## config.mk

```make
export PLATFORM = sky130hd
export DESIGN_NAME = mem_access_unit
export DESIGN_NICKNAME = d
export VERILOG_FILES = /design/src/rtl/mem_access_unit.sv
export SDC_FILE = /design/constraint.sdc
export NUM_CORES = 1
export LEC_CHECK = 0
export ABC_AREA = 1
export CAP_MARGIN = 10
export CORE_UTILIZATION = 45
export DETAILED_ROUTE_END_ITERATION = 8
export GPL_TIMING_DRIVEN = 0
export PLACE_DENSITY = 0.86
export SYNTH_ARGS = -nofsm -noshare
export SYNTH_HDL_FRONTEND = slang
export SYNTH_SLANG_ARGS = --single-unit
export TNS_END_PERCENT = 20
```

## constraint.sdc

```tcl
create_clock -name clk -period 1.9 [get_ports clk]
set_clock_uncertainty 0.1 [all_clocks]
set_input_delay 0.38 -clock clk [delete_from_list [all_inputs] [get_ports clk]]
set_output_delay 0.38 -clock clk [all_outputs]
set_load 0.05 [all_outputs]
```

## src/rtl/mem_access_unit.sv

```systemverilog
// Memory-stage access controller: issues word-aligned loads/stores to a multi-cycle
// data memory, stalls the pipeline while the access is outstanding, and flags sticky errors.
module mem_access_unit #(
  parameter int ADDR_W  = 16,
  parameter int TIMEOUT = 15
) (
  input  logic              clk,
  input  logic              rst,
  input  logic              valid,
  input  logic              memRead,
  input  logic              memWrite,
  input  logic [ADDR_W-1:0] aluResult,
  input  logic [ADDR_W-1:0] storeData,
  input  logic              memBusy,
  input  logic              memDone,
  input  logic [ADDR_W-1:0] memDataIn,
  output logic              memRd,
  output logic              memWr,
  output logic [ADDR_W-1:0] memAddr,
  output logic [ADDR_W-1:0] memDataOut,
  output logic [ADDR_W-1:0] readData,
  output logic              dataValid,
  output logic              stallPipe,
  output logic              err,
  output logic [1:0]        errCode
);

  typedef enum logic [2:0] {
    IDLE  = 3'd0,
    ISSUE = 3'd1,
    WAIT  = 3'd2,
    DONE  = 3'd3,
    ERR   = 3'd4
  } stateT;

  localparam logic [1:0] ERR_MISALIGNED = 2'b01;
  localparam logic [1:0] ERR_TIMEOUT    = 2'b10;

  stateT      state;
  stateT      stateNext;
  logic [7:0] waitCnt;
  logic       isLoad;
  logic       access;
  logic       captureReq;
  logic       captureLoad;
  logic       cntInc;
  logic       setErr;
  logic [1:0] errCodeNext;

  // Memory is word-addressed in bytes pairs, so any odd byte address is illegal.
  function automatic logic misaligned(input logic [ADDR_W-1:0] addr);
    return (addr & ADDR_W'(1)) != '0;
  endfunction

  // The edge that would move the count to TIMEOUT ends the wait.
  function automatic logic timeoutHit(input logic [7:0] cnt);
    return cnt == 8'(TIMEOUT - 1);
  endfunction

  assign access = valid & (memRead | memWrite);

  always_comb begin
    stateNext   = state;
    stallPipe   = 1'b0;
    captureReq  = 1'b0;
    captureLoad = 1'b0;
    cntInc      = 1'b0;
    setErr      = 1'b0;
    errCodeNext = 2'b00;
    case (state)
      IDLE: begin
        if (access) begin
          stallPipe = 1'b1;
          if (misaligned(aluResult)) begin
            stateNext   = ERR;
            setErr      = 1'b1;
            errCodeNext = ERR_MISALIGNED;
          end else if (!memBusy) begin
            stateNext  = ISSUE;
            captureReq = 1'b1;
          end
        end
      end
      ISSUE: begin
        stallPipe = 1'b1;
        stateNext = WAIT;
      end
      WAIT: begin
        stallPipe = 1'b1;
        // Completion wins over a timeout landing on the same edge.
        if (memDone) begin
          stateNext   = DONE;
          captureLoad = isLoad;
        end else if (timeoutHit(waitCnt)) begin
          stateNext   = ERR;
          setErr      = 1'b1;
          errCodeNext = ERR_TIMEOUT;
        end else begin
          cntInc = 1'b1;
        end
      end
      DONE: begin
        stateNext = IDLE;
      end
      ERR: begin
        stallPipe = 1'b1;
      end
      default: begin
        stateNext = IDLE;
      end
    endcase
  end

  assign memRd     = (state == ISSUE) &  isLoad;
  assign memWr     = (state == ISSUE) & ~isLoad;
  assign dataValid = (state == DONE);
  assign err       = (state == ERR);

  always_ff @(posedge clk) begin
    if (rst) begin
      state      <= IDLE;
      waitCnt    <= '0;
      isLoad     <= 1'b0;
      memAddr    <= '0;
      memDataOut <= '0;
      readData   <= '0;
      errCode    <= '0;
    end else begin
      state <= stateNext;
      // A simultaneous load+store is treated as a load.
      if (captureReq) begin
        memAddr    <= aluResult;
        memDataOut <= storeData;
        isLoad     <= memRead;
      end
      if (state == ISSUE) begin
        waitCnt <= '0;
      end else if (cntInc) begin
        waitCnt <= waitCnt + 8'd1;
      end
      if (captureLoad) begin
        readData <= memDataIn;
      end
      if (setErr) begin
        errCode <= errCodeNext;
      end
    end
  end

endmodule

```

### Word-level counts from Yosys, hierarchy flattened

Index checks and enable logic that the tools add are counted.

* flip-flop bits (word level): 62
* latch bits: 0
* memory bits (writable): 0
* bits in read-only memories: 0
* output and inout bits: 55
* word-level logic and storage cells: 53
* memories kept: 0

* $add $sub $neg: 1
* multiply operators: 0
* divide/modulo/power cells: 0
* $lt $le $gt $ge: 0
* equality and inequality tests: 8
* shifts and indexed selects: 0
* mux-type cells: 27
* bitwise gates (word level): 6
* reductions and logical operators: 4

Operator list (count)
* $mux 1: 16
* $mux 3: 5
* $pmux 3 s4: 1
* $add 8x1->8 const B: 1
* $eq 8x4->1 const B: 1
* $eq 3x2->1 const B: 2
* $ne 3x3->1 const B: 2
* $mux 2: 2
* $pmux 1 s2: 2
* $pmux 2 s2: 1
* $reduce_and 4->1: 1
* $and 1x1->1: 3
* $eq 3x1->1 const B: 1
* $eq 3x3->1 const B: 1
* $logic_not 3->1: 1
* $reduce_or 3->1: 1
* $ne 2x2->1 const B: 1
* $not 1->1: 2
* $reduce_or 2->1: 1
* $or 1x1->1: 1

### Logic depth before layout (Yosys ltp)

Gate-level depths: netlist of the first run.

* depth in word-level cells: 4
* gate-level depth with buffers: 8
* depth with buffers taken out: 8

### Worst setup path after synthesis of the first run

No wires, ideal clock.

* path kind: register to output
* start point: register state[0]
* end point: output port dataValid
* arrival time: 1.516 ns
* slack: -0.096 ns
* stages on the path, launching flop included: 3
* path through: dfxtp_1 > inv_1 > nor3_1

* cells in the longest elaborated chain, start to end: 1

Ends and longest elaborated chain
* start: declaration: line 39 `stateT state;`
* start signal: assignment: line 129 `state <= stateNext;`
* $eq 3x2->1: line 116 `assign dataValid = (state == DONE);`
* end: declaration: line 22 `output logic dataValid,`

Every way passes these cells.

### Worst setup path after layout of the first run

* start point: register state[1]
* end point: output port dataValid

Same word-level chain as after synthesis.

==> reports/qor.json, run 1 <==
{
  "run_status": {"value": "complete, no violations"},
  "reg2reg_setup_slack": {"value": 0.39, "unit": "ns"},
  "dieHeight": {"value": 77.5, "unit": "um"},
  "critPathCapture": {"value": "dataValid"},
  "synth_sequential_area_ratio": {"value": 48.4, "unit": "%"},
  "synthMuxAreaShare": {"value": 0, "unit": "%"},
  "fmax": {"value": 0.540, "unit": "GHz"},
  "final_nets": {"value": 516},
  "post-route-min-period": {"value": 1.85, "unit": "ns"},
  "synth.ff_latch_count": {"value": 62},
  "startpoint": {"value": "state[1]"},
  "rsz0062_at_grt": {"value": "yes"},
  "final_common_cell": {"value": "nor2_1"},
  "area.growth.synth_to_final": {"value": 51.6, "unit": "%"},
  "final_layout_size_suffix_gt1_share": {"value": 10.8, "unit": "%"},
  "grt_pass1_wl": {"value": 10500, "unit": "um"},
  "hold_path_origin": {"value": "readData[7]"},
  "post_synth.cell_area_avg": {"value": 7.57, "unit": "um^2"},
  "route.detailed.vias_per_inst": {"value": 4.85},
  "cts_tree": {"value": "built"},
  "netlist-cell-type-count": {"value": 28},
  "seq_area": {"value": 0.00124, "unit": "mm^2"},
  "slew_margin_rel": {"value": 64.7, "unit": "%"},
  "routabilityCongestion": {"value": 0.849},
  "maxSlewViolCount": {"value": 0},
  "cp.required": {"value": 1.42, "unit": "ns"},
  "first_global_vias": {"value": 2380},
  "detail_route.wl_per_cell": {"value": 12.3, "unit": "um"},
  "clock-sinks": {"value": 62},
  "tritoncts.num_buffers": {"value": 9},
  "cts_setup_buffers": {"value": 0},
  "starting_density_of_the_core": {"value": 46.6, "unit": "%"},
  "synth_top_cells_by_area": {"value": "dfxtp_1 (48%), nor2_1 (11%), o21ai_0 (7.4%), nand2_1 (6.3%), a21oi_1 (4.7%)"},
  "synth-simple-area-share": {"value": 24.5, "unit": "%"},
  "reg2reg_to": {"value": "state[2]"},
  "cts_root_buf": {"value": "clkbuf_8"},
  "final.fill_count": {"value": 478},
  "insertedDiodeCount": {"value": 0},
  "yosysWarningCount": {"value": 0},
  "grt_start_max_net_pins": {"value": 11},
  "synth.largest_area_cell": {"value": "dfxtp_1"},
  "multi_input_comb_area": {"value": 0.00110, "unit": "mm^2"},
  "hold_path_class": {"value": "reg -> reg"},
  "commonest_non_fill_non_tap_cells_in_the_layout": {"value": "nor2_1 (74), dfxtp_1 (61), clkdlybuf4s50_1 (53)"},
  "die-width": {"value": 77.5, "unit": "um"},
  "routed-via-count": {"value": 2602},
  "finalHoldViolCount": {"value": 0},
  "timing.reg2reg.worst_path_depth": {"value": 8},
  "clock_insertion_delay_worst_skew": {"value": 0.32, "unit": "ns"},
  "leakagePower": {"value": 1.74, "unit": "nW"},
  "post_synth_fa_ha_maj_area_fraction": {"value": 0.975, "unit": "%"},
  "total_number_of_placement_rows": {"value": 27},
  "route.detailed.drc": {"value": 0},
  "final_core_util": {"value": 70.7, "unit": "%"},
  "detail_route.first_pass.iterations": {"value": 4},
  "portBuffers": {"value": 109},
  "mappedNetlistArea": {"value": 0.00257, "unit": "mm^2"},
  "synth_fp_nets": {"value": 396},
  "design_power_total": {"value": 0.00303, "unit": "W"},
  "register_clock_pin_slew_on_the_reported_worst_setup_and_hold_paths": {"value": 0.07, "unit": "ns"},
  "crit_arrival": {"value": 1.37, "unit": "ns"},
  "setup_viol": {"value": 0},
  "synth_top_cell_area_share": {"value": 48.4, "unit": "%"},
  "layout_worst_path_cycle_share": {"value": 97.4, "unit": "%"},
  "cellPowerDensity": {"value": 779, "unit": "mW/mm^2"},
  "boundaryPins": {"value": 110},
  "preCtsSetupSlack": {"value": -0.684, "unit": "ns"},
  "synth_compound_gate_area_share": {"value": 15.4, "unit": "%"},
  "maxCapViolations": {"value": 0},
  "cts-root-to-sink-buffers": {"value": 2},
  "cp_max_fo": {"value": 5},
  "worstSetupEndpointType": {"value": "primary output"},
  "ant_nets": {"value": 0},
  "route.final.wire_length": {"value": 6570, "unit": "um"},
  "synth_xor_xnor_area_share": {"value": 1.02, "unit": "%"},
  "worst-slew-pin-transition": {"value": 0.532, "unit": "ns"},
  "finalSetupTns": {"value": 0, "unit": "ns"},
  "fp.dieArea": {"value": 0.00601, "unit": "mm^2"},
  "post-route-worst-setup-slack": {"value": 0.0496, "unit": "ns"},
  "setup.worst_path.class": {"value": "reg -> out"},
  "grt_usage": {"value": 22.4, "unit": "%"},
  "number_of_antenna_violations_at_the_first_check_in_global_routing": {"value": 0},
  "detail_route.iter0.violations": {"value": 90},
  "grt_overflow": {"value": 0},
  "vdd_drop_max": {"value": 0.463, "unit": "mV"},
  "synth_top_family_by_area": {"value": "simple AND/OR/NAND/NOR gates"},
  "synthesized_instance_count": {"value": 339},
  "dp_hpwl": {"value": 4750, "unit": "um"},
  "r2r_start": {"value": "waitCnt[0]"},
  "core_area": {"value": 0.00551, "unit": "mm^2"},
  "h-tree-depth": {"value": 3},
  "critical_path.startpoint_type": {"value": "flop"}
}
## metrics by stage
stage / hold slack [ns] / cell area (um^2) / instances
after global placement: 0.331 / 3750 / 520
final: 0.346 / 3890 / 536
after detailed placement: 0.338 / 3750 / 520
after CTS: 0.349 / 3880 / 536
after floorplan: 0.349 / 2570 / 339
after global routing: 0.368 / 3890 / 536
## registers in the layout, indices dropped and copies added (netlist names)
register / flops
memAddr: 16
memDataOut: 16
readData: 16
waitCnt: 8
state: 3
errCode: 2
isLoad: 1
## metal layers
metal  wire length [um]  track usage [%]  vias up
met5                  0                0        -
met4                128             11.9        0
met3                438             5.76        9
met2               3210             37.3      109
met1               2800             26.2     1163
li1                   -                -     1321
## cell usage after synthesis
master     count
nor2_1        74
dfxtp_1       62
nand2_1       43
o21ai_0       38
inv_1         31
a21oi_1       24
o21ai_1       14
nand3_1       10
nor2_2        10
clkbuf_1       7
buf_6          4
nor2_4         3
ha_1           2
inv_2          2
xnor2_1        2
a31oi_1        1
buf_12         1
buf_2          1
buf_8          1
clkbuf_2       1
inv_6          1
nand2_2        1
nand2_4        1
nand4_2        1
nor3_1         1
o2111ai_1      1
or2_4          1
xor2_1         1
## cell families (layout without fill, tap and decap cells)
logic type | count (synthesis) | count (layout)
XOR/XNOR | 3 | 3
flip-flops | 62 | 62
adder cells (fa/ha/maj) | 2 | 2
AND/OR/NAND/NOR | 145 | 145
buffers and inverters | 49 | 174
AO/OA/AOI/OAI | 78 | 78
## area by class of cell
| class | count | share of cell area, % |
|---|---|---|
| clock buffers | 13 | 3.83 |
| repair buffers | 109 | 26.2 |
| flip-flops and latches | 62 | 31.9 |
| multi-input cells | 228 | 28.2 |
| plain buffers | 15 | 2.99 |
| well taps | 72 | 2.32 |
| clock inverters | 3 | 1.13 |
| inverters | 34 | 3.41 |
## repair_timing
item,4_1_cts,5_1_grt
setup endpoints to repair,55,5
gates resized for setup,76,8
hold buffers,0,0
## critical path, stage by stage (launching register included)
cell	delay, ns
dfxtp_1	0.44
inv_2	0.07
nor3_2	0.14
clkdlybuf4s18_2	0.39
## report_power, final
| part | total [W] | switching [W] | internal, W | leakage, nW |
|---|---|---|---|---|
| Clock | 0.00112 | 0.000477 | 0.000644 | 0.0976 |
| Combinational | 0.000538 | 0.000319 | 0.000218 | 1.14 |
| Sequential | 0.00137 | 0.0000292 | 0.00134 | 0.503 |
## worst min-delay path by stage
stage,cells past startpoint,endpoint
after floorplan,1,errCode[0]
after global placement,2,memAddr[0]
after detailed placement,2,readData[4]
after CTS,2,readData[7]
after global routing,2,readData[7]
final,2,readData[7]
(Power assumes the default switching activity.)
==> inputs of run 2 (changes only) <==
==> constraint.sdc (replaced) <==
create_clock -name clk -period 2.2 [get_ports clk]
set_clock_uncertainty 0.1 [all_clocks]
set_input_delay 0.44 -clock clk [delete_from_list [all_inputs] [get_ports clk]]
set_output_delay 0.44 -clock clk [all_outputs]
set_load 0.05 [all_outputs]
==> reports/qor.json, run 2 (synthesized netlist as in run 1, its figures left out) <==
{
  "hold_path_class": {"value": "reg -> reg"},
  "starting_density_of_the_core": {"value": 46.6, "unit": "%", "change": "unchanged"},
  "detail_route.first_pass.iterations": {"value": 4, "change": "unchanged"},
  "cts_root_buf": {"value": "clkbuf_8"},
  "reg.largest.list": {"value": "memAddr x16, memDataOut x16, readData x16"},
  "detail_route.wl_per_cell": {"value": 12.3, "unit": "um", "change": "+0.21%"},
  "post-route-min-period": {"value": 2.11, "unit": "ns"},
  "clock_insertion_delay_worst_skew": {"value": 0.34, "unit": "ns", "change": "+0.02 ns"},
  "boundaryPins": {"value": 110, "change": "unchanged"},
  "grt_pass1_wl": {"value": 10900, "unit": "um", "change": "+3.7%"},
  "timing.critical_path.slowest_cell_delay": {"value": 0.53, "unit": "ns", "change": "+0.09 ns"},
  "register_clock_pin_slew_on_the_reported_worst_setup_and_hold_paths": {"value": 0.08, "unit": "ns", "change": "about the same"},
  "fp.dieArea": {"value": 0.00601, "unit": "mm^2", "change": "unchanged"},
  "setup_viol": {"value": 0, "change": "unchanged"},
  "slew_margin_rel": {"value": 63.1, "unit": "%", "change": "-1.6 points"},
  "maxSlewViolCount": {"value": 0, "change": "unchanged"},
  "worst-slew-pin-transition": {"value": 0.552, "unit": "ns", "change": "+0.0197 ns"},
  "clock-sinks": {"value": 62, "change": "unchanged"},
  "leakagePower": {"value": 1.50, "unit": "nW", "change": "-14%"},
  "tritoncts.num_buffers": {"value": 9, "change": "unchanged"},
  "routabilityCongestion": {"value": 0.908, "change": "+7.0%"},
  "r2r_start": {"value": "waitCnt[0]"},
  "insertedDiodeCount": {"value": 0, "change": "unchanged"},
  "route.detailed.drc": {"value": 0, "change": "unchanged"},
  "die-width": {"value": 77.5, "unit": "um", "change": "unchanged"},
  "startpoint": {"value": "state[1]"},
  "run_status": {"value": "complete, no violations"},
  "first_global_vias": {"value": 2481, "change": "+4.2%"},
  "detail_route.iter0.violations": {"value": 118, "change": "+31%"},
  "total_number_of_placement_rows": {"value": 27, "change": "unchanged"},
  "finalSetupTns": {"value": 0, "unit": "ns", "change": "unchanged"},
  "grt_usage": {"value": 23.1, "unit": "%", "change": "+0.73 points"},
  "critical_path.startpoint_type": {"value": "flop"},
  "grt_overflow": {"value": 0, "change": "unchanged"},
  "layout_worst_path_cycle_share": {"value": 95.7, "unit": "%"},
  "route.final.wire_length": {"value": 6590, "unit": "um", "change": "+0.21%"},
  "rsz0062_at_grt": {"value": "no"},
  "cellPowerDensity": {"value": 673, "unit": "mW/mm^2", "change": "-14%"},
  "commonest_non_fill_non_tap_cells_in_the_layout": {"value": "clkdlybuf4s50_1 (104), nor2_1 (74), dfxtp_1 (62)"},
  "routed-via-count": {"value": 2607, "change": "+0.19%"},
  "route.detailed.vias_per_inst": {"value": 4.86, "change": "+0.19%"},
  "finalHoldViolCount": {"value": 0, "change": "unchanged"},
  "h-tree-depth": {"value": 3, "change": "unchanged"},
  "cts-root-to-sink-buffers": {"value": 2, "change": "unchanged"},
  "fin_worst_hold_slack": {"value": 0.349, "unit": "ns", "change": "+0.00344 ns"},
  "maxCapViolations": {"value": 0, "change": "unchanged"},
  "cp_max_fo": {"value": 5, "change": "unchanged"},
  "fmax": {"value": 0.475, "unit": "GHz"},
  "core_area": {"value": 0.00551, "unit": "mm^2", "change": "unchanged"},
  "portBuffers": {"value": 109, "change": "unchanged"},
  "timing.reg2reg.worst_path_depth": {"value": 7, "change": "-1"},
  "cp_slowest_cell": {"value": "dlygate4sd2_1"},
  "worstSetupEndpointType": {"value": "primary output"},
  "dp_hpwl": {"value": 4850, "unit": "um", "change": "+2.3%"},
  "dieHeight": {"value": 77.5, "unit": "um", "change": "unchanged"},
  "cts_tree": {"value": "built"},
  "setup.worst_path.class": {"value": "reg -> out"},
  "postCtsResizedCells": {"value": 14, "change": "-82%"},
  "final_layout_size_suffix_gt1_share": {"value": 10.3, "unit": "%", "change": "-0.43 points"},
  "reg2reg_to": {"value": "errCode[0]"},
  "crit_arrival": {"value": 1.57, "unit": "ns", "change": "+0.20 ns"},
  "ant_nets": {"value": 0, "change": "unchanged"},
  "grt_start_max_net_pins": {"value": 13, "change": "+2"},
  "final_common_cell": {"value": "clkdlybuf4s50_1"},
  "cts_setup_buffers": {"value": 0, "change": "unchanged"},
  "number_of_antenna_violations_at_the_first_check_in_global_routing": {"value": 0, "change": "unchanged"},
  "reg2reg_setup_slack": {"value": 0.69, "unit": "ns", "change": "+0.30 ns"},
  "critPathCapture": {"value": "err"},
  "cts.hold.buffers_added": {"value": 0, "change": "unchanged"},
  "area.growth.synth_to_final": {"value": 53.7, "unit": "%"},
  "vdd_drop_max": {"value": 0.418, "unit": "mV", "change": "-9.7%"},
  "cp.required": {"value": 1.66, "unit": "ns", "change": "+0.24 ns"},
  "final.fill_count": {"value": 420, "change": "-12%"},
  "final_nets": {"value": 516, "change": "unchanged"},
  "crit_chain": {"value": "nor2_1 > nand2_1 > inv_1 > dlygate4sd2_1"}
}
run 2: changes by cell type in the layout (fill, tap and decap cells not counted), sizes merged:
cell | before | now
buf | 11 | 9
clkbuf | 21 | 17
clkdlybuf4s15 | 0 | 1
clkdlybuf4s50 | 53 | 104
clkinvlp | 0 | 2
dlygate4sd2 | 51 | 1
inv | 34 | 36
run 2: metrics by stage:
stage                     power (W)  util, %  worst slack [ns]  area [um^2]  std cells
after global routing        0.00277     71.6           0.00573         3940        536
after global placement      0.00168     68.1            -0.513         3750        520
final                       0.00266     71.6            0.0938         3940        536
after floorplan             0.00149        -             0.144         2570        339
after detailed placement    0.00169     68.1            -0.496         3750        520
after CTS                   0.00268     71.8           0.00354         3960        536
run 2: how the worst min path moves through the flow:
stage	from	to	slack, ns	cells after the start
3_3_place_gp	memAddr[0]	memAddr[0]	0.33	2
2_1_floorplan	waitCnt[7]	waitCnt[7]	0.37	2
5_1_grt	memAddr[0]	memAddr[0]	0.37	2
4_1_cts	readData[9]	readData[9]	0.35	2
3_5_place_dp	readData[9]	readData[9]	0.34	2
6_report	readData[9]	readData[9]	0.35	2
run 2: worst max-delay path: cells and delay by family, from the launching register on:
kind,cells,cell delay [ns]
simple gates,2,0.26
flops,1,0.36
buf+inv,2,0.60
run 2: layout make-up:
cell class / instances / area, um^2 / area share (%)
buffer: 15 / 116 / 2.95
clock buffer: 9 / 124 / 3.14
clock inverter: 7 / 72.6 / 1.84
inverter: 34 / 133 / 3.36
multi-input combinational: 228 / 1090 / 27.6
sequential: 62 / 1240 / 31.5
tap: 72 / 90.1 / 2.28
timing repair buffer: 109 / 1080 / 27.4
run 2: routing by layer:
| metal | GRT usage, % | vias up | part of all wire (%) |
|---|---|---|---|
| li1 | - | 1318 | - |
| met1 | 26.2 | 1181 | 42 |
| met2 | 40.1 | 88 | 49 |
| met3 | 5.18 | 20 | 6.1 |
| met4 | 12.5 | 0 | 2.8 |
| met5 | 0 | - | 0 |
run 2: report_power, final:
part | internal [W] | switching (W) | total (W) | leakage, nW
Clock | 0.000526 | 0.000465 | 0.000991 | 0.0960
Sequential | 0.00116 | 0.0000260 | 0.00119 | 0.503
Combinational | 0.000205 | 0.000274 | 0.000479 | 0.903
Total | 0.00189 | 0.000765 | 0.00266 | 1.50
==> inputs of run 3 (changes only) <==
--- a/config.mk
+++ b/config.mk
@@ -6,7 +6,6 @@
 export NUM_CORES = 1
 export LEC_CHECK = 0
 export ABC_AREA = 1
-export CAP_MARGIN = 10
 export CORE_UTILIZATION = 45
 export DETAILED_ROUTE_END_ITERATION = 8
 export GPL_TIMING_DRIVEN = 0
@@ -14,4 +13,3 @@
 export SYNTH_ARGS = -nofsm -noshare
 export SYNTH_HDL_FRONTEND = slang
 export SYNTH_SLANG_ARGS = --single-unit
-export TNS_END_PERCENT = 20
==> results of run 3 <==
Same layout as run 2: the final DEF is identical, and so are final timing and power.
